[src/rtl/urng_taus_pair_if.sv]
// Bundle of seed-load handshake and output stream signals for urng_taus_pair.
//
// Signals (direction as seen by the generator block):
//   en_i          in   1   advance both generators while running
//   seedData_i    in   32  seed word
//   seedValid_i   in   1   seedData_i holds a word to transfer
//   seedReady_o   out  1   block accepts a seed word this cycle
//   a_o           out  32  generator A output word
//   b_o           out  32  generator B output word
//   oValid_o      out  1   a_o/b_o hold a fresh word this cycle
//   seeded_o      out  1   generators hold a seeded state and are running
//   sampleCnt_o   out  32  number of valid output pairs since the last reseed
//
// Modports: master drives seeds and enable, slave is the generator block.

interface urng_taus_pair_if;

   logic        en_i;
   logic [31:0] seedData_i;
   logic        seedValid_i;
   logic        seedReady_o;
   logic [31:0] a_o;
   logic [31:0] b_o;
   logic        oValid_o;
   logic        seeded_o;
   logic [31:0] sampleCnt_o;

   modport master (
      output en_i, seedData_i, seedValid_i,
      input  seedReady_o, a_o, b_o, oValid_o, seeded_o, sampleCnt_o
   );

   modport slave (
      input  en_i, seedData_i, seedValid_i,
      output seedReady_o, a_o, b_o, oValid_o, seeded_o, sampleCnt_o
   );

endinterface

[src/rtl/urng_taus_pair.sv]
// Pair of independent taus88 (three-component combined Tausworthe) uniform
// generators, A and B, stepped in lockstep. Each enabled cycle in RUN yields
// one fresh 32-bit word per generator, intended to feed the a/b inputs of
// the Box-Muller AWGN core.
//
// Ports:
//   clk   in  1   rising-edge clock
//   rst   in  1   asynchronous, active-high reset
//   bus   urng_taus_pair_if.slave
//         en_i, seedData_i, seedValid_i in; seedReady_o, a_o, b_o,
//         oValid_o, seeded_o, sampleCnt_o out
//
// Parameters:
//   WARMUP_CYCLES  state advances discarded after seeding (0 = go straight to RUN)
//   DEF_S0/1/2     substitutes for component seeds below 2 / 8 / 16
//
// Optional feature macro: URNG_SAMPLE_CNT_EN
//   defined   -> sampleCnt_o counts valid output pairs, wraps, clears on reseed
//   undefined -> counter not built, sampleCnt_o tied to zero

module urng_taus_pair #(
   parameter int unsigned WARMUP_CYCLES = 16,
   parameter logic [31:0] DEF_S0        = 32'h0000_3039,
   parameter logic [31:0] DEF_S1        = 32'h0001_E240,
   parameter logic [31:0] DEF_S2        = 32'h0012_D687
) (
   input logic              clk,
   input logic              rst,
   urng_taus_pair_if.slave  bus
);

   typedef enum logic [1:0] {
      UNSEEDED = 2'd0,
      LOAD     = 2'd1,
      WARMUP   = 2'd2,
      RUN      = 2'd3
   } state_t;

   state_t      state_q;
   logic [2:0]  loadIdx_q;
   logic [31:0] warmCnt_q;
   logic [31:0] comp_q [6];
   logic [31:0] a_q;
   logic [31:0] b_q;
   logic        oValid_q;
   logic        seeded_q;

   logic [31:0] nextComp [6];
   logic [31:0] nextA;
   logic [31:0] nextB;
   logic        seedReady;
   logic        xfer;
   logic        loadEntry;
   logic        runAdvance;
   logic [2:0]  storeIdx;
   logic [31:0] legalWord;

   // The three Tausworthe component recurrences. Shifts are logical and
   // anything pushed past bit 31 is simply dropped.
   function automatic logic [31:0] stepS0(input logic [31:0] s);
      logic [31:0] t;
      t = ((s << 13) ^ s) >> 19;
      return ((s & 32'hFFFF_FFFE) << 12) ^ t;
   endfunction

   function automatic logic [31:0] stepS1(input logic [31:0] s);
      logic [31:0] t;
      t = ((s << 2) ^ s) >> 25;
      return ((s & 32'hFFFF_FFF8) << 4) ^ t;
   endfunction

   function automatic logic [31:0] stepS2(input logic [31:0] s);
      logic [31:0] t;
      t = ((s << 3) ^ s) >> 11;
      return ((s & 32'hFFFF_FFF0) << 17) ^ t;
   endfunction

   // Next state of both generators, always computed so that an advance is
   // just a register load. Slots 0..2 belong to A, 3..5 to B; the output
   // word is taken from the updated state so a/b are fresh on the same edge.
   always_comb begin
      nextComp[0] = stepS0(comp_q[0]);
      nextComp[1] = stepS1(comp_q[1]);
      nextComp[2] = stepS2(comp_q[2]);
      nextComp[3] = stepS0(comp_q[3]);
      nextComp[4] = stepS1(comp_q[4]);
      nextComp[5] = stepS2(comp_q[5]);
      nextA       = nextComp[0] ^ nextComp[1] ^ nextComp[2];
      nextB       = nextComp[3] ^ nextComp[4] ^ nextComp[5];
   end

   // Handshake decode. Seeds are refused only while warming up. A transfer
   // outside LOAD always starts a fresh load at slot 0, which is also what
   // lets a running block be reseeded. A RUN cycle with a transfer is spent
   // on the reseed rather than producing a word.
   always_comb begin
      seedReady  = (state_q != WARMUP);
      xfer       = bus.seedValid_i && seedReady;
      loadEntry  = xfer && ((state_q == UNSEEDED) || (state_q == RUN));
      runAdvance = (state_q == RUN) && !xfer && bus.en_i;
      storeIdx   = (state_q == LOAD) ? loadIdx_q : 3'd0;
   end

   // A component seed below its minimum would let that component collapse
   // into the all-zero lock-up state, so such words are swapped for the
   // default seed of the slot they are landing in.
   always_comb begin
      legalWord = bus.seedData_i;
      case (storeIdx)
         3'd0, 3'd3: if (bus.seedData_i < 32'd2)  legalWord = DEF_S0;
         3'd1, 3'd4: if (bus.seedData_i < 32'd8)  legalWord = DEF_S1;
         3'd2, 3'd5: if (bus.seedData_i < 32'd16) legalWord = DEF_S2;
         default:    legalWord = bus.seedData_i;
      endcase
   end

   // Control FSM together with the generator state and the registered
   // outputs. LOAD tolerates gaps in seedValid, simply holding its slot
   // index. WARMUP advances every cycle without regard to en and throws the
   // words away. In RUN, a/b and oValid are loaded on the same edge as the
   // state advance; a/b are left alone otherwise so they hold across en=0
   // cycles and across a reseed.
   always_ff @(posedge clk or posedge rst) begin
      if (rst) begin
         state_q   <= UNSEEDED;
         loadIdx_q <= 3'd0;
         warmCnt_q <= 32'd0;
         for (int i = 0; i < 6; i++) begin
            comp_q[i] <= 32'd0;
         end
         a_q       <= 32'd0;
         b_q       <= 32'd0;
         oValid_q  <= 1'b0;
         seeded_q  <= 1'b0;
      end else begin
         oValid_q <= 1'b0;
         if (loadEntry) begin
            comp_q[0] <= legalWord;
            loadIdx_q <= 3'd1;
            state_q   <= LOAD;
            seeded_q  <= 1'b0;
         end else begin
            case (state_q)
               LOAD: begin
                  if (xfer) begin
                     comp_q[storeIdx] <= legalWord;
                     if (loadIdx_q == 3'd5) begin
                        loadIdx_q <= 3'd0;
                        if (WARMUP_CYCLES == 0) begin
                           state_q  <= RUN;
                           seeded_q <= 1'b1;
                        end else begin
                           state_q   <= WARMUP;
                           warmCnt_q <= 32'(WARMUP_CYCLES);
                        end
                     end else begin
                        loadIdx_q <= loadIdx_q + 3'd1;
                     end
                  end
               end
               WARMUP: begin
                  for (int i = 0; i < 6; i++) begin
                     comp_q[i] <= nextComp[i];
                  end
                  if (warmCnt_q <= 32'd1) begin
                     warmCnt_q <= 32'd0;
                     state_q   <= RUN;
                     seeded_q  <= 1'b1;
                  end else begin
                     warmCnt_q <= warmCnt_q - 32'd1;
                  end
               end
               RUN: begin
                  if (runAdvance) begin
                     for (int i = 0; i < 6; i++) begin
                        comp_q[i] <= nextComp[i];
                     end
                     a_q      <= nextA;
                     b_q      <= nextB;
                     oValid_q <= 1'b1;
                  end
               end
               default: begin
                  state_q <= state_q;
               end
            endcase
         end
      end
   end

   assign bus.seedReady_o = seedReady;
   assign bus.a_o         = a_q;
   assign bus.b_o         = b_q;
   assign bus.oValid_o    = oValid_q;
   assign bus.seeded_o    = seeded_q;

`ifdef URNG_SAMPLE_CNT_EN
   logic [31:0] sampleCnt_q;

   // Valid-pair counter. It steps on exactly the edges that raise oValid,
   // so after each such edge it equals the number of pairs delivered since
   // the last load began. Wrap-around at the top is intentional.
   always_ff @(posedge clk or posedge rst) begin
      if (rst) begin
         sampleCnt_q <= 32'd0;
      end else if (loadEntry) begin
         sampleCnt_q <= 32'd0;
      end else if (runAdvance) begin
         sampleCnt_q <= sampleCnt_q + 32'd1;
      end
   end

   assign bus.sampleCnt_o = sampleCnt_q;
`else
   assign bus.sampleCnt_o = 32'd0;
`endif

endmodule

[src/flat_wrapper.sv]
// flat-port wrapper written by rule: the top's interface ports become plain ports
module urng_taus_pair_flat 
#(
   parameter int unsigned WARMUP_CYCLES = 16,
   parameter logic [31:0] DEF_S0        = 32'h0000_3039,
   parameter logic [31:0] DEF_S1        = 32'h0001_E240,
   parameter logic [31:0] DEF_S2        = 32'h0012_D687
)
  (clk, rst, bus_en_i, bus_seedData_i, bus_seedValid_i, bus_seedReady_o, bus_a_o, bus_b_o, bus_oValid_o, bus_seeded_o, bus_sampleCnt_o);
  urng_taus_pair_if bus_i ();
  input logic clk;
  input logic rst;
  input wire logic [$bits(bus_i.en_i)-1:0] bus_en_i;
  input wire logic [$bits(bus_i.seedData_i)-1:0] bus_seedData_i;
  input wire logic [$bits(bus_i.seedValid_i)-1:0] bus_seedValid_i;
  output wire logic [$bits(bus_i.seedReady_o)-1:0] bus_seedReady_o;
  output wire logic [$bits(bus_i.a_o)-1:0] bus_a_o;
  output wire logic [$bits(bus_i.b_o)-1:0] bus_b_o;
  output wire logic [$bits(bus_i.oValid_o)-1:0] bus_oValid_o;
  output wire logic [$bits(bus_i.seeded_o)-1:0] bus_seeded_o;
  output wire logic [$bits(bus_i.sampleCnt_o)-1:0] bus_sampleCnt_o;
  assign bus_i.en_i = bus_en_i;
  assign bus_i.seedData_i = bus_seedData_i;
  assign bus_i.seedValid_i = bus_seedValid_i;
  assign bus_seedReady_o = bus_i.seedReady_o;
  assign bus_a_o = bus_i.a_o;
  assign bus_b_o = bus_i.b_o;
  assign bus_oValid_o = bus_i.oValid_o;
  assign bus_seeded_o = bus_i.seeded_o;
  assign bus_sampleCnt_o = bus_i.sampleCnt_o;
  urng_taus_pair #(.WARMUP_CYCLES(WARMUP_CYCLES), .DEF_S0(DEF_S0), .DEF_S1(DEF_S1), .DEF_S2(DEF_S2)) u_core (.clk(clk), .rst(rst), .bus(bus_i));
endmodule
[config.mk]
export PLATFORM = sky130hd
export DESIGN_NAME = urng_taus_pair_flat
export DESIGN_NICKNAME = d
export VERILOG_FILES = /design/src/rtl/urng_taus_pair_if.sv /design/src/rtl/urng_taus_pair.sv /design/src/flat_wrapper.sv
export SDC_FILE = /design/constraint.sdc
export NUM_CORES = 1
export LEC_CHECK = 0
export ABC_AREA = 1
export CORE_AREA = 2 2 148 187
export CTS_CLUSTER_SIZE = 40
export DETAILED_ROUTE_END_ITERATION = 6
export DIE_AREA = 0 0 150 189
export PLACE_DENSITY_LB_ADDON = 0.3
export SYNTH_ARGS = -nofsm -noshare
export SYNTH_HDL_FRONTEND = slang
export SYNTH_SLANG_ARGS = --single-unit
export TNS_END_PERCENT = 50
[constraint.sdc]
create_clock -name clk -period 12.29 [get_ports clk]
set_clock_uncertainty 0.05 [all_clocks]
set_input_delay 1.8435 -clock clk [delete_from_list [all_inputs] [get_ports clk]]
set_output_delay 1.8435 -clock clk [all_outputs]
set_load 0.01 [all_outputs]
==> run metrics <==
result of the run=finished, final reports clean; number of remaining DRC errors=0; internal power=3.259 mW; core area=~0.026 mm²; non-filler instance count after layout=2,351; vias in the first global route=12,660; Leak=between 7 and 8 nW; routed wire length=approximately 46 mm; relative contribution of sequential cells to total power=about 29%; effective utilization at floorplan=between 50% and 60%; Post-CTS Setup Repair Bufs=0; DRT antenna net count=0; xor and xnor area share after synthesis=about 13%; summed negative setup slack over all endpoints=0 ps; VDD IR-drop max=between 0.00015 and 0.0002 V; Yosys cell types=41; area share of the leading cell type in the synthesized netlist=a little under half; number of iterations in the first detailed-routing pass=5; library cell with the highest instance count after synthesis=sky130_fd_sc_hd__nand2_1; hold buffer count at cts=0; maximum clock path buffer count=3; number of nets in the layout=just over 2,000; overall overflow remaining after global route=0; vertical extent of the die=~190 µm; total count of max-transition violations in the final report=0; Finish-stage setup viols=0; Die Span X=approximately 150 µm; required time reported for the critical path endpoint=~13,000 ps; average routed wire per standard cell=between 15 and 20 µm; headroom to the max-slew limit=15.97%; signal arrival time at the worst endpoint=between 5000 and 6000 ps; Hold Vio Cnt, Final=0; clock tree from TritonCTS=yes; mean post-synth cell area=7.964 µm²; asr flop ratio synth=between 90% and 100%; number of cells produced by synthesis=between 1,500 and 2,000; number of antenna violations at the first check in global routing=0; number of placement rows=67; area leader, netlist=sky130_fd_sc_hd__dfrtp_1; first-pass GRT wire length=around 71 mm; clock slew seen by the registers of the worst setup and hold paths=70 ps; flip-flop and latch count after synthesis=between 200 and 300; fraction of layout cells with a size suffix above 1=4.938%; ranking of synthesized cells by instance count=sky130_fd_sc_hd__nand2_1, sky130_fd_sc_hd__nor2_1, sky130_fd_sc_hd__dfrtp_1, sky130_fd_sc_hd__a21oi_1, sky130_fd_sc_hd__xnor2_1; count of instances resized after the clock tree is built=0; total routing usage reported by global routing=between 30% and 40%; largest family of logic cells by synthesized area=simple AND/OR/NAND/NOR gates; worst min-delay path class=reg -> reg; number of clock buffers inserted by TritonCTS=28; total instance count after detailed placement=between 2,000 and 2,500; Top-Level Pins=about 140; via count=between 10,000 and 15,000; max-capacitance violation count=0; startpoint-to-endpoint class of the critical path=reg -> reg; part of the power in the clock network=about 15%; critical path startpoint category=flop; Power per Cell Area=approximately 360 mW/mm²; routability congestion estimate=0.9938; largest driver fanout on the critical path=62; count of flip-flops with a built-in enable after synthesis=0; per-cell via count in the routed design=approximately 5.8; Min Clock Period, post-route=4917 ps; share of the synthesized area in compound gates (AO/OA/AOI/OAI)=between 10% and 20%; synthesized area=about 0.015 mm²; final cycle utilization of the critical path=approximately two fifths; switching part of the total power=a little under half; post-synthesis simple-gate area fraction=roughly a fifth; Ys Warns=0; clk_lat worst skew=approximately 560 ps; crit end category=flop; clock root buffer=sky130_fd_sc_hd__clkbuf_16; synthesized-area fraction occupied by adder cells=0.4849%; prevailing post-synth register cell=sky130_fd_sc_hd__dfrtp_1; dpl hpwl=31.20 mm; depth of the CTS H-tree=1; number of port buffers=between 100 and 150; Logic pwr share=55.6%; leading cell types by total area after synthesis=sky130_fd_sc_hd__dfrtp_1, sky130_fd_sc_hd__nand2_1, sky130_fd_sc_hd__xnor2_1; overall die area=roughly 0.028 mm²; timing-limited maximum frequency=about 0.20 GHz; Net Switching=~3.0 mW; sequential-to-total area share from yosys stat=between 40% and 50%; sinks on the clock net=between 200 and 300; Worst Tran Pin Value=between 1000 and 1500 ps; setup repair after global routing missed its margin=no; mux contribution to synthesized area=0%; largest net degree at the start of global routing=between 100 and 150; area delta synth->final=12.78%; tightest hold margin=429.9 ps; DRT iter0 DRCs=1,410
[per-layer routing]
| layer | global-route usage (%) | share of wire (%) | wire (µm) |
|---|---|---|---|
| met5 | 0 | 0 | 0 |
| met4 | 17.71 | 6.4 | 2909 |
| met3 | 6.048 | 10 | 4543 |
| met2 | 48.96 | 45 | 20400 |
| met1 | 44.00 | 39 | 17770 |
[sequential cells by signal, indices dropped and copies added, names as in the netlist]
| signal | cells |
|---|---|
| u_core.bus.oValid_o | 1 |
| u_core.loadIdx_q | 3 |
| u_core.comp_q | 176 |
| u_core.bus.seeded_o | 1 |
| u_core.bus.a_o | 32 |
| u_core.bus.b_o | 32 |
| u_core.warmCnt_q | 32 |
| u_core.state_q | 2 |
[layout by cell type, fill, tap and decap left out, types with 6 or more instances in the layout]
master and count:
sky130_fd_sc_hd__a22oi_1 22, sky130_fd_sc_hd__nand4_1 6, sky130_fd_sc_hd__buf_4 12, sky130_fd_sc_hd__or2_2 6, sky130_fd_sc_hd__nor3_1 11, sky130_fd_sc_hd__ha_1 6
sky130_fd_sc_hd__o22ai_1 7, sky130_fd_sc_hd__clkbuf_16 29, sky130_fd_sc_hd__a31oi_1 8, sky130_fd_sc_hd__inv_1 106, sky130_fd_sc_hd__o21ai_1 12, sky130_fd_sc_hd__nor2_4 6
sky130_fd_sc_hd__a21oi_1 239, sky130_fd_sc_hd__nor2_2 6, sky130_fd_sc_hd__nand2_1 358, sky130_fd_sc_hd__xnor2_1 144, sky130_fd_sc_hd__nand3_1 49, sky130_fd_sc_hd__clkbuf_8 6
sky130_fd_sc_hd__dfrtp_1 279, sky130_fd_sc_hd__conb_1 32, sky130_fd_sc_hd__o21ai_0 110, sky130_fd_sc_hd__xor2_1 78, sky130_fd_sc_hd__clkdlybuf4s50_1 101, sky130_fd_sc_hd__nor2_1 319
sky130_fd_sc_hd__inv_2 9
[final timing paths]
kind,slack [ps],endpoint,from,depth (start not counted)
max,7370,u_core.comp_q[56],u_core.state_q[0],11
min,430,u_core.bus.a_o[5],u_core.bus.a_o[5],2
max reg2reg,7370,u_core.comp_q[56],u_core.state_q[0],11
min reg2reg,430,u_core.bus.a_o[5],u_core.bus.a_o[5],2
max in group asynchronous,7820,u_core.warmCnt_q[1],rst,4
min in group asynchronous,1840,u_core.bus.a_o[12],rst,2
[power groups by stage]
stage	Clock (mW)	Combinational [mW]	Sequential [mW]
6_report	0.941	3.47	1.83
3_5_place_dp	0	3.40	1.82
3_3_place_gp	0	3.30	1.81
4_1_cts	0.953	3.43	1.81
2_1_floorplan	0	2.53	1.71
5_1_grt	0.986	3.81	1.87
[critical path: stages (launching register included)]
cell and delay, ps:
sky130_fd_sc_hd__dfrtp_1 390, sky130_fd_sc_hd__inv_1 80, sky130_fd_sc_hd__ha_1 400, sky130_fd_sc_hd__nor2_8 140
sky130_fd_sc_hd__buf_4 660, sky130_fd_sc_hd__clkinv_2 820, sky130_fd_sc_hd__buf_4 600, sky130_fd_sc_hd__nor2_2 1000
sky130_fd_sc_hd__inv_1 230, sky130_fd_sc_hd__o22ai_1 180, sky130_fd_sc_hd__nand2_1 80, sky130_fd_sc_hd__o21ai_0 90
[layout make-up]
type                            count  area [µm²]
Fill cell                        2252        9031
Multi-Input combinational cell   1446        7481
Sequential cell                   279        6982
Timing Repair Buffer              113        1101
Clock buffer                       40       827.0
Inverter                          118       452.9
Tap cell                          345       431.7
Clock inverter                      9       181.4
Antenna cell                        1       2.502
[per-stage QoR]
stage	setup WS, ps	util (%)	power (mW)	instance area (µm²)
final	7373	65.91	6.239	17460
after global routing	7061	65.90	6.667	17460
after CTS	7499	65.90	6.190	17460
after detailed placement	7134	62.09	5.222	16450
after global placement	7160	62.09	5.113	16450
after floorplan	2703	-	4.248	15600
[kinds of logic after synthesis]
logic type      count (synthesis)
simple gates                  776
compound gates                410
flops                         279
buf+inv                       250
xor+xnor                      222
fa+ha+maj                       6
other cells                     1
(Power assumes the default switching activity.)
